==> src/rtl/div_result_fifo.sv <==
// div_result_fifo: first-word-fall-through buffer for divider results,
// with a saturating count of accepted divide-by-zero results.
module div_result_fifo #(
    parameter int DATA_W = 4,
    parameter int DEPTH  = 4,
    parameter int CNT_W  = 8
) (
    input  logic                     clk,
    input  logic                     rst_n,
    input  logic                     in_valid,
    output logic                     in_ready,
    input  logic [DATA_W-1:0]        in_quotient,
    input  logic [DATA_W-1:0]        in_remainder,
    input  logic                     in_div0,
    output logic                     out_valid,
    input  logic                     out_ready,
    output logic [DATA_W-1:0]        out_quotient,
    output logic [DATA_W-1:0]        out_remainder,
    output logic                     out_div0,
    output logic [$clog2(DEPTH):0]   count,
    output logic                     full,
    output logic                     empty,
    input  logic                     clr_stats,
    output logic [CNT_W-1:0]         div0_count
);
    localparam int AW = $clog2(DEPTH);
    localparam int EW = 2 * DATA_W + 1;
    localparam logic [AW:0]      DEPTH_C = (AW + 1)'(DEPTH);
    localparam logic [AW:0]      C1      = 1;
    localparam logic [AW-1:0]    P1      = 1;
    localparam logic [CNT_W-1:0] S1      = 1;
    localparam logic [CNT_W-1:0] SMAX    = '1;

    logic [EW-1:0] mem [DEPTH];
    logic [EW-1:0] head;
    logic [AW-1:0] wr_ptr, rd_ptr;
    logic          push, pop;

    // full/empty derive from the registered count so they move with the pointers
    assign full      = count == DEPTH_C;
    assign empty     = count == '0;
    assign in_ready  = !full;
    assign out_valid = !empty;
    assign push      = in_valid && in_ready;
    assign pop       = out_valid && out_ready;
    assign head      = empty ? '0 : mem[rd_ptr];
    assign {out_quotient, out_remainder, out_div0} = head;

    always_ff @(posedge clk or negedge rst_n) begin
        if (!rst_n) begin
            wr_ptr <= '0;
            rd_ptr <= '0;
            count  <= '0;
            for (int i = 0; i < DEPTH; i++) mem[i] <= '0;
        end else begin
            if (push) begin
                mem[wr_ptr] <= {in_quotient, in_remainder, in_div0};
                wr_ptr      <= wr_ptr + P1;
            end
            if (pop) rd_ptr <= rd_ptr + P1;
            if (push != pop) count <= push ? count + C1 : count - C1;
        end
    end

    // clear takes priority over a coincident increment
    always_ff @(posedge clk or negedge rst_n) begin
        if (!rst_n) div0_count <= '0;
        else if (clr_stats) div0_count <= '0;
        else if (push && in_div0 && div0_count != SMAX) div0_count <= div0_count + S1;
    end
endmodule

==> config.mk <==
export PLATFORM = sky130hd
export DESIGN_NAME = div_result_fifo
export DESIGN_NICKNAME = d
export VERILOG_FILES = /design/src/rtl/div_result_fifo.sv
export SDC_FILE = /design/constraint.sdc
export NUM_CORES = 1
export LEC_CHECK = 0
export ABC_AREA = 1
export BUFFER_PORTS_ARGS = -buffer_cell sky130_fd_sc_hd__buf_2
export CAP_MARGIN = 10
export CORE_MARGIN = 1.5
export CORE_UTILIZATION = 55
export CTS_CLUSTER_SIZE = 8
export DETAILED_ROUTE_END_ITERATION = 8
export PLACE_DENSITY = 0.89
export REMOVE_ABC_BUFFERS = 1
export SYNTH_ARGS = -nofsm -noshare
export SYNTH_HDL_FRONTEND = slang
export SYNTH_SLANG_ARGS = --single-unit
==> constraint.sdc <==
create_clock -name clk -period 2.15 [get_ports clk]
set_clock_uncertainty 0.15 [all_clocks]
set_input_delay 0.3225 -clock clk [delete_from_list [all_inputs] [get_ports clk]]
set_output_delay 0.3225 -clock clk [all_outputs]
set_load 0.01 [all_outputs]
==> out/metrics.csv, run 1 <==
metric;value;unit
grt.total_usage;22.4;%
synth_top_flop_cell;dfrtp_1;
place_area;0.00276;sq mm
wire_per_inst;12.7;um
initial_core_util;57.9;%
fillCellCount;386;
finalNetCount;385;
worst_slew_pin_slew;0.637;ns
drtIter0Drc;182;
vdd_drop_max;0.786;mV
std_cell_rows;24;
htreeDepth;2;
via_per_inst;5.35;
wirelength;5300;um
power_density;1380;mW/mm^2
clock_path_buffers;2;
seq_area_frac_synth;50.0;%
grt_pass1_wl;9190;um
grt_antenna_before_repair;0;
layout-drive-gt1-share;16.4;%
max_freq;0.495;GHz
finalCritPeriodShare;93.9;%
clk_latency;0.30;ns
gp_congestion;0.787;
cts_tree;done;
dp_hpwl;3570;um
die_h;71.1;um
cts-root-buf;clkbuf_8;
regArea;0.00128;sq mm
hold_viol;0;
path_class;flop to output pin;
critPathMaxFanout;10;
relSlewSlack;57.5;%
area_delta_synth_final;13.6;%
synth-edff-count;0;
numCtsBuffers;5;
ant_nets;0;
multi_input_area;0.00111;sq mm
fin_cells;418;
tns;0;ns
setup_violations;0;
period_needed;2.02;ns
synthCells;324;
fp.dieW;71.1;um
port_buffers;37;
hp-class;input port to flop;
first_pass_iters;5;
arrival;1.55;ns
start_kind;flop;
status;finished clean;
drv_cap;0;
clkTransAtPathRegs;0.09;ns
grt_max_degree;52;
cts.sinks;51;
worst_setup_path_end_kind;output pin;
finalWorstSetupSlack;0.131;ns
yosysUniqueCellTypes;23;
grt_pass1_vias;2092;
synth-async-reset-ratio;100;%
slew_violations;0;
netlist_area;0.00255;sq mm
ys_warn_count;0;
core;0.00441;sq mm
fin_area;0.00290;sq mm
drc;0;
pin_count;38;
pre_cts_ws;0.303;ns
dp_cells;407;
rsz0062_at_grt;no;
avgSynthCellArea;7.88;sq um
dieArea;0.00506;sq mm
synth-seq-cells;51;
leakagePower;0.00153;uW
num_vias;2237;
grt_overflow;0;
required;1.68;ns
fin_hold_ws;0.135;ns
diodes;0;
## sequential cells by signal (all words and copies together), names as in the netlist
signal / count
count: 3
div0_count: 8
mem: 36
rd_ptr: 2
wr_ptr: 2
## stage by stage
| step | total power [uW] | util, % |
|---|---|---|
| after detailed placement | 3310 | 62.5 |
| final | 4000 | 65.7 |
| after global routing | 4350 | 65.7 |
| after CTS | 3990 | 65.4 |
| after global placement | 3230 | 62.5 |
| after floorplan | 2710 | - |
## placed cells by master (no fill, tap or decap)
cell	n
xor2_1	2
a21oi_4	1
fa_1	1
o21bai_1	1
nand3_2	1
nor2_1	52
ha_1	5
nand2_2	4
o21ai_0	52
o21ai_1	3
nor2_4	1
clkinv_1	1
clkinv_2	2
xnor2_1	1
nand2_1	83
dlygate4sd3_1	1
bufinv_16	1
buf_2	37
inv_1	25
dfrtp_1	50
nor3_1	1
inv_2	1
buf_4	5
clkbuf_8	5
clkinv_4	1
nand3_1	16
dfrtp_2	1
a21oi_1	12
## logic make-up after synthesis
family,Yosys count,share of synthesized area (%)
and+or+nand+nor,158,25.0
AOI/OAI and AO/OA,69,14.1
DFF,51,50.0
buffers and inverters,37,6.71
adders and majority gates,6,3.23
xor gates and xnor gates,3,1.03
## layout make-up
type / count / share of cell area [%]
clock buffers: 5 / 2.37
clock inverters: 3 / 1.51
inverters: 28 / 3.67
multi-input cells: 236 / 38.1
flip-flops and latches: 51 / 44.0
well taps: 52 / 2.24
repair buffers: 43 / 8.02
## power breakdown
group          switching (uW)  internal, uW
clock network             321           347
registers                 263          1340
logic                    1060           666
## critical path: stages, from the launching register on
cell and delay (ns):
dfrtp_1 0.48, nor2_4 0.09, nand2_1 0.11, clkinv_2 0.17
a21oi_1 0.22, buf_2 0.17
## synth_stat cells, types with 2 or more instances
| cell | count | area share (%) |
|---|---|---|
| inv_1 | 25 | 3.7 |
| o21ai_1 | 3 | 0.59 |
| xor2_1 | 2 | 0.69 |
| o21ai_0 | 52 | 10 |
| nand2_2 | 4 | 0.98 |
| dfrtp_1 | 51 | 50 |
| buf_6 | 4 | 1.8 |
| ha_1 | 5 | 2.4 |
| nand3_1 | 16 | 3.1 |
| clkbuf_1 | 3 | 0.44 |
| nand2_1 | 83 | 12 |
| nor2_1 | 52 | 7.6 |
| buf_2 | 2 | 0.39 |
| a21oi_1 | 12 | 2.4 |
| clkinv_1 | 2 | 0.29 |
## path summary, 6_finish.rpt
check                      depth (start not counted)  slack, ns       from              end
max                                                5       0.13   count[0]  out_quotient[0]
min                                                4       0.14  clr_stats    div0_count[7]
max reg2reg                                        6       0.38   count[0]         count[1]
min reg2reg                                        2       0.34    mem[20]          mem[20]
min in group asynchronous                          3       0.51      rst_n           mem[8]
max in group asynchronous                          3       0.88      rst_n        rd_ptr[0]
## metal layers
layer,up-vias,GRT usage (%),share of wire (%)
li1,1121,-,-
met1,1047,29.0,45
met2,65,39.1,50
met3,4,3.99,4.7
met4,0,5.45,0.79
met5,-,0,0
## repair_timing
action	4_1_cts	5_1_grt
gates cloned	0	0
buffers inserted	0	2
setup endpoints to repair	3	1
endpoints found under the hold margin	51	0
hold buffers	1	0
gates resized for setup	2	0
Power figures use the tool's default switching activity.
==> run 2, diff against run 1 <==
PLACE_DENSITY = 0.77   (was 0.89)
==> run 2 against run 1 <==
Against the previous run:
- core utilization fell by 0.40 points
- hold slack improved by 0.00092 ns
- global-route usage rose by 0.58 points
- largest power group unchanged
==> out/metrics.csv, run 2 (synthesis results as in run 1) <==
metric;value;unit
status;finished clean;
arrival;1.56;ns
relSlewSlack;62.8;%
cts_tree;done;
grtUsageMet1;29.7;%
rsz0062_at_grt;no;
hp-class;input port to flop;
finalNetCount;384;
start_kind;flop;
vdd_drop_max;0.738;mV
tns;0;ns
grt_pass1_wl;9190;um
diodes;0;
pin_count;38;
dieArea;0.00506;sq mm
slew_violations;0;
port_buffers;37;
required;1.68;ns
critPathMaxFanout;11;
fin_util;65.3;%
clock_path_buffers;2;
top_register;mem;
drv_cap;0;
path_class;flop to output pin;
grt_overflow;0;
fin_area;0.00288;sq mm
leakagePower;0.00152;uW
gp_congestion;0.805;
grt_pass1_vias;2064;
layout_common_cells;nand2_1, nor2_1, o21ai_0;
gr-usage-met3;4.42;%
finalCritPeriodShare;94.5;%
power_density;1360;mW/mm^2
num_vias;2198;
std_cell_rows;24;
area_delta_synth_final;12.9;%
worst_slew_pin_slew;0.558;ns
layout-drive-gt1-share;15.7;%
period_needed;2.03;ns
largest_reg_flops;36;
core;0.00441;sq mm
ant_nets;0;
die_h;71.1;um
grt_antenna_before_repair;0;
place_area;0.00277;sq mm
htreeDepth;2;
hold_viol;0;
cts-root-buf;clkbuf_8;
cts.sinks;51;
numCtsBuffers;5;
wire_per_inst;12.8;um
max_freq;0.492;GHz
pre_cts_ws;0.289;ns
drc;0;
drtIter0Drc;203;
setup_violations;0;
clkTransAtPathRegs;0.09;ns
clk_latency;0.30;ns
first_pass_iters;4;
gr-max-usage-layer;met2;
via_per_inst;5.28;
grt_util_met2;39.6;%
final_common_cell;nand2_1;
initial_core_util;57.9;%
worst_setup_path_end_kind;output pin;
grt.total_usage;23.0;%
cts_setup_buffers;0;
finalWorstSetupSlack;0.118;ns
fp.dieW;71.1;um
reg_top3;mem (36), div0_count (8), count (3);
power;3930;uW
dp_hpwl;3610;um
grt_max_degree;26;
wirelength;5330;um
==> run 2: changes by cell type in the layout (fill, tap and decap cells not counted), sizes merged <==
cell	delta
clkinv	-2
clkbuf	+1
buf	-1
==> run 2: worst max-delay path: stages (launching register included) <==
cell and delay, ns:
dfrtp_2 0.49, buf_4 0.23, nor2_1 0.06, nor2_1 0.08
o21ai_0 0.10, a21oi_1 0.15, buf_2 0.15
==> run 2: cell type report <==
class / instances / area (sq um)
Inverter: 28 / 106
Multi-Input combinational cell: 236 / 1110
Fill cell: 388 / 1530
Sequential cell: 51 / 1280
Timing Repair Buffer: 42 / 225
Clock inverter: 1 / 30.0
Clock buffer: 6 / 72.6
Tap cell: 52 / 65.1
==> run 2: path summary, 6_finish.rpt <==
path                       startpoint              end  slack, ns  cells after the start
max reg2reg                  count[0]         count[1]       0.38                      6
min reg2reg                   mem[18]          mem[18]       0.34                      2
min                         clr_stats    div0_count[7]       0.14                      4
min in group asynchronous       rst_n          mem[23]       0.39                      2
max                         rd_ptr[0]  out_quotient[3]       0.12                      6
max in group asynchronous       rst_n          mem[21]       0.84                      3
==> run 2: repair_timing <==
| action | CTS | global route |
|---|---|---|
| hold buffers | 1 | 0 |
| gates resized for setup | 2 | 0 |
| setup endpoints to repair | 6 | 0 |
| endpoints found under the hold margin | 23 | 0 |
==> run 2: where the power goes <==
group	switching [uW]	leakage, uW	internal (uW)
Combinational	1040	0.000824	642
Sequential	266	0.000646	1340
Clock	299	0.0000513	341
==> run 2: metrics by stage <==
step | cells | hold slack, ns
2_1_floorplan | 315 | -0.123
3_3_place_gp | 408 | 0.192
3_5_place_dp | 408 | 0.188
4_1_cts | 416 | 0.125
5_1_grt | 416 | 0.160
6_report | 416 | 0.136
==> run 2: per-layer routing <==
layer  part of all wire (%)  vias up
met4                   0.90        0
met5                      0        -
li1                       -     1111
met3                    4.7        7
met1                     45     1023
met2                     50       57
==> run 3, diff against run 2 <==
--- a/config.mk
+++ b/config.mk
@@ -15,2 +15,3 @@
 export PLACE_DENSITY = 0.77
+export RECOVER_POWER = 25
 export REMOVE_ABC_BUFFERS = 1
--- a/constraint.sdc
+++ b/constraint.sdc
@@ -4,2 +4,2 @@
 set_output_delay 0.3225 -clock clk [all_outputs]
-set_load 0.01 [all_outputs]
+set_load 0.1 [all_outputs]
==> run 3 against run 2 <==
Against the previous run:
- maximum frequency is 1.9% lower
- routed wire length is 1.0% higher
- hold slack worse by 0.018 ns
- highest routed layer unchanged
==> out/metrics.csv, run 3 (synthesis results as in run 1) <==
metric;value;unit
grt_antenna_before_repair;0;
worstHoldPathCells;4;
multi_input_area;0.00114;sq mm
die_h;71.1;um
initial_core_util;57.9;%
cp.depth;6;
grt_pass1_vias;2081;
cts_setup_buffers;0;
status;finished clean;
via_per_inst;5.28;
ant_nets;0;
rr_startpoint;count[0];
num_vias;2221;
dp_cells;413;
cpLargestDelayFamily;flip-flops;
drc;0;
setup.worst_path.start;rd_ptr[0];
path_class;flop to output pin;
fillCellCount;350;
dieArea;0.00506;sq mm
critPathMaxFanout;6;
grt_overflow;0;
clock_path_buffers;2;
clkTransAtPathRegs;0.09;ns
required;1.68;ns
core;0.00441;sq mm
std_cell_rows;24;
finalNetCount;389;
met2WireLength;2690;um
diodes;0;
drtIter0Drc;147;
max_freq;0.483;GHz
htreeDepth;2;
gp_congestion;0.833;
met1_length;2420;um
route.met3.wl;225;um
largest_reg_flops;36;
wirelength;5380;um
topRoutingLayerUsed;met4;
setup_violations;0;
final_common_cell;nand2_1;
pin_count;38;
top_register;mem;
start_kind;flop;
worst-path-buf-inv;2;
wire_per_inst;12.8;um
critPathSlowestCell;dfrtp_2;
cts.sinks;51;
rsz0062_at_grt;yes;
crit_top_cell;nor2_1;
clk_latency;0.31;ns
dp_hpwl;3710;um
crit_path_max_incr_delay;0.43;ns
fin_cells;421;
period_needed;2.07;ns
path_cells;buf_4 > nor2_1 > nor2_1 > o21ai_0 > a21oi_2 > buf_12;
reg_top3;mem (36), div0_count (8), count (3);
port_buffers;37;
hold_viol;0;
grt.total_usage;23.6;%
layout-drive-gt1-share;19.8;%
cts_tree;done;
first_pass_iters;4;
grt_max_degree;49;
hp-class;input port to flop;
drv_cap;0;
r2r.worst_path.cells;6;
numCtsBuffers;5;
relSlewSlack;59.4;%
layout_common_cells;nand2_1, nor2_1, o21ai_0;
regArea;0.00128;sq mm
arrival;1.60;ns
worst_slew_pin_slew;0.608;ns
cts-root-buf;clkbuf_8;
tns;0;ns
fp.dieW;71.1;um
slew_violations;0;
grt_pass1_wl;9510;um
area_delta_synth_final;21.3;%
worst_setup_path_end_kind;output pin;
finalCritPeriodShare;96.3;%
min_from;clr_stats;
run 3: cell types whose count changed in the layout (fill, tap and decap cells not counted):
cell and delta:
a21oi_2 +9, buf_4 +3, clkbuf_8 +1, clkinv_2 +1
dfrtp_1 -2, buf_2 -11, buf_6 +2, dfrtp_2 +2
a21oi_1 -9, buf_12 +10, bufinv_16 -1
run 3: worst reg2reg max path, cell delays in order, from the launching register on:
cell and delay [ns]:
dfrtp_2 0.46, nor2_4 0.17, nand2_1 0.10, nand2_1 0.17, fa_1 0.44, nand2_1 0.08, nand2_1 0.05
run 3: worst paths after layout:
kind	to	slack (ns)
worst max-delay path	out_div0	0.08
worst min-delay path	div0_count[4]	0.12
worst max register to register	count[1]	0.42
worst min register to register	mem[8]	0.34
max in group asynchronous	rd_ptr[0]	0.76
min in group asynchronous	mem[23]	0.21
run 3: what timing repair did:
action	in CTS	in global routing
endpoints found under the hold margin	3	0
cloned	0	0
gates resized for setup	3	12
hold buffers	1	0
endpoints found under the setup margin	9	9
run 3: metrics by stage:
step                utilization [%]  cell area (sq um)  setup slack, ns  hold slack, ns
detailed placement             67.0               2960            0.310         -0.0211
floorplan                         -               2490            -3.11          -0.123
global route                   70.2               3100         -0.00571           0.162
CTS                            69.2               3060          0.00452           0.115
finish                         70.2               3100           0.0791           0.118
global placement               67.0               2960            0.291         -0.0220
run 3: final cells by class:
| cell class | count | share of cell area, % |
|---|---|---|
| Clock buffer | 6 | 2.67 |
| Clock inverter | 1 | 0.162 |
| Inverter | 28 | 3.43 |
| Multi-Input combinational cell | 236 | 36.8 |
| Sequential cell | 51 | 41.3 |
| Tap cell | 52 | 2.10 |
| Timing Repair Buffer | 47 | 13.5 |
run 3: per-layer routing:
layer  vias to the layer above  track usage (%)
met1                      1048             31.6
met3                         5             5.56
li1                       1124                -
met5                         -                0
met4                         0             5.24
met2                        44             39.4
Power of run 3 is not shown: default switching activity piles up to over one toggle a cycle in this logic, so the estimate is an artifact.
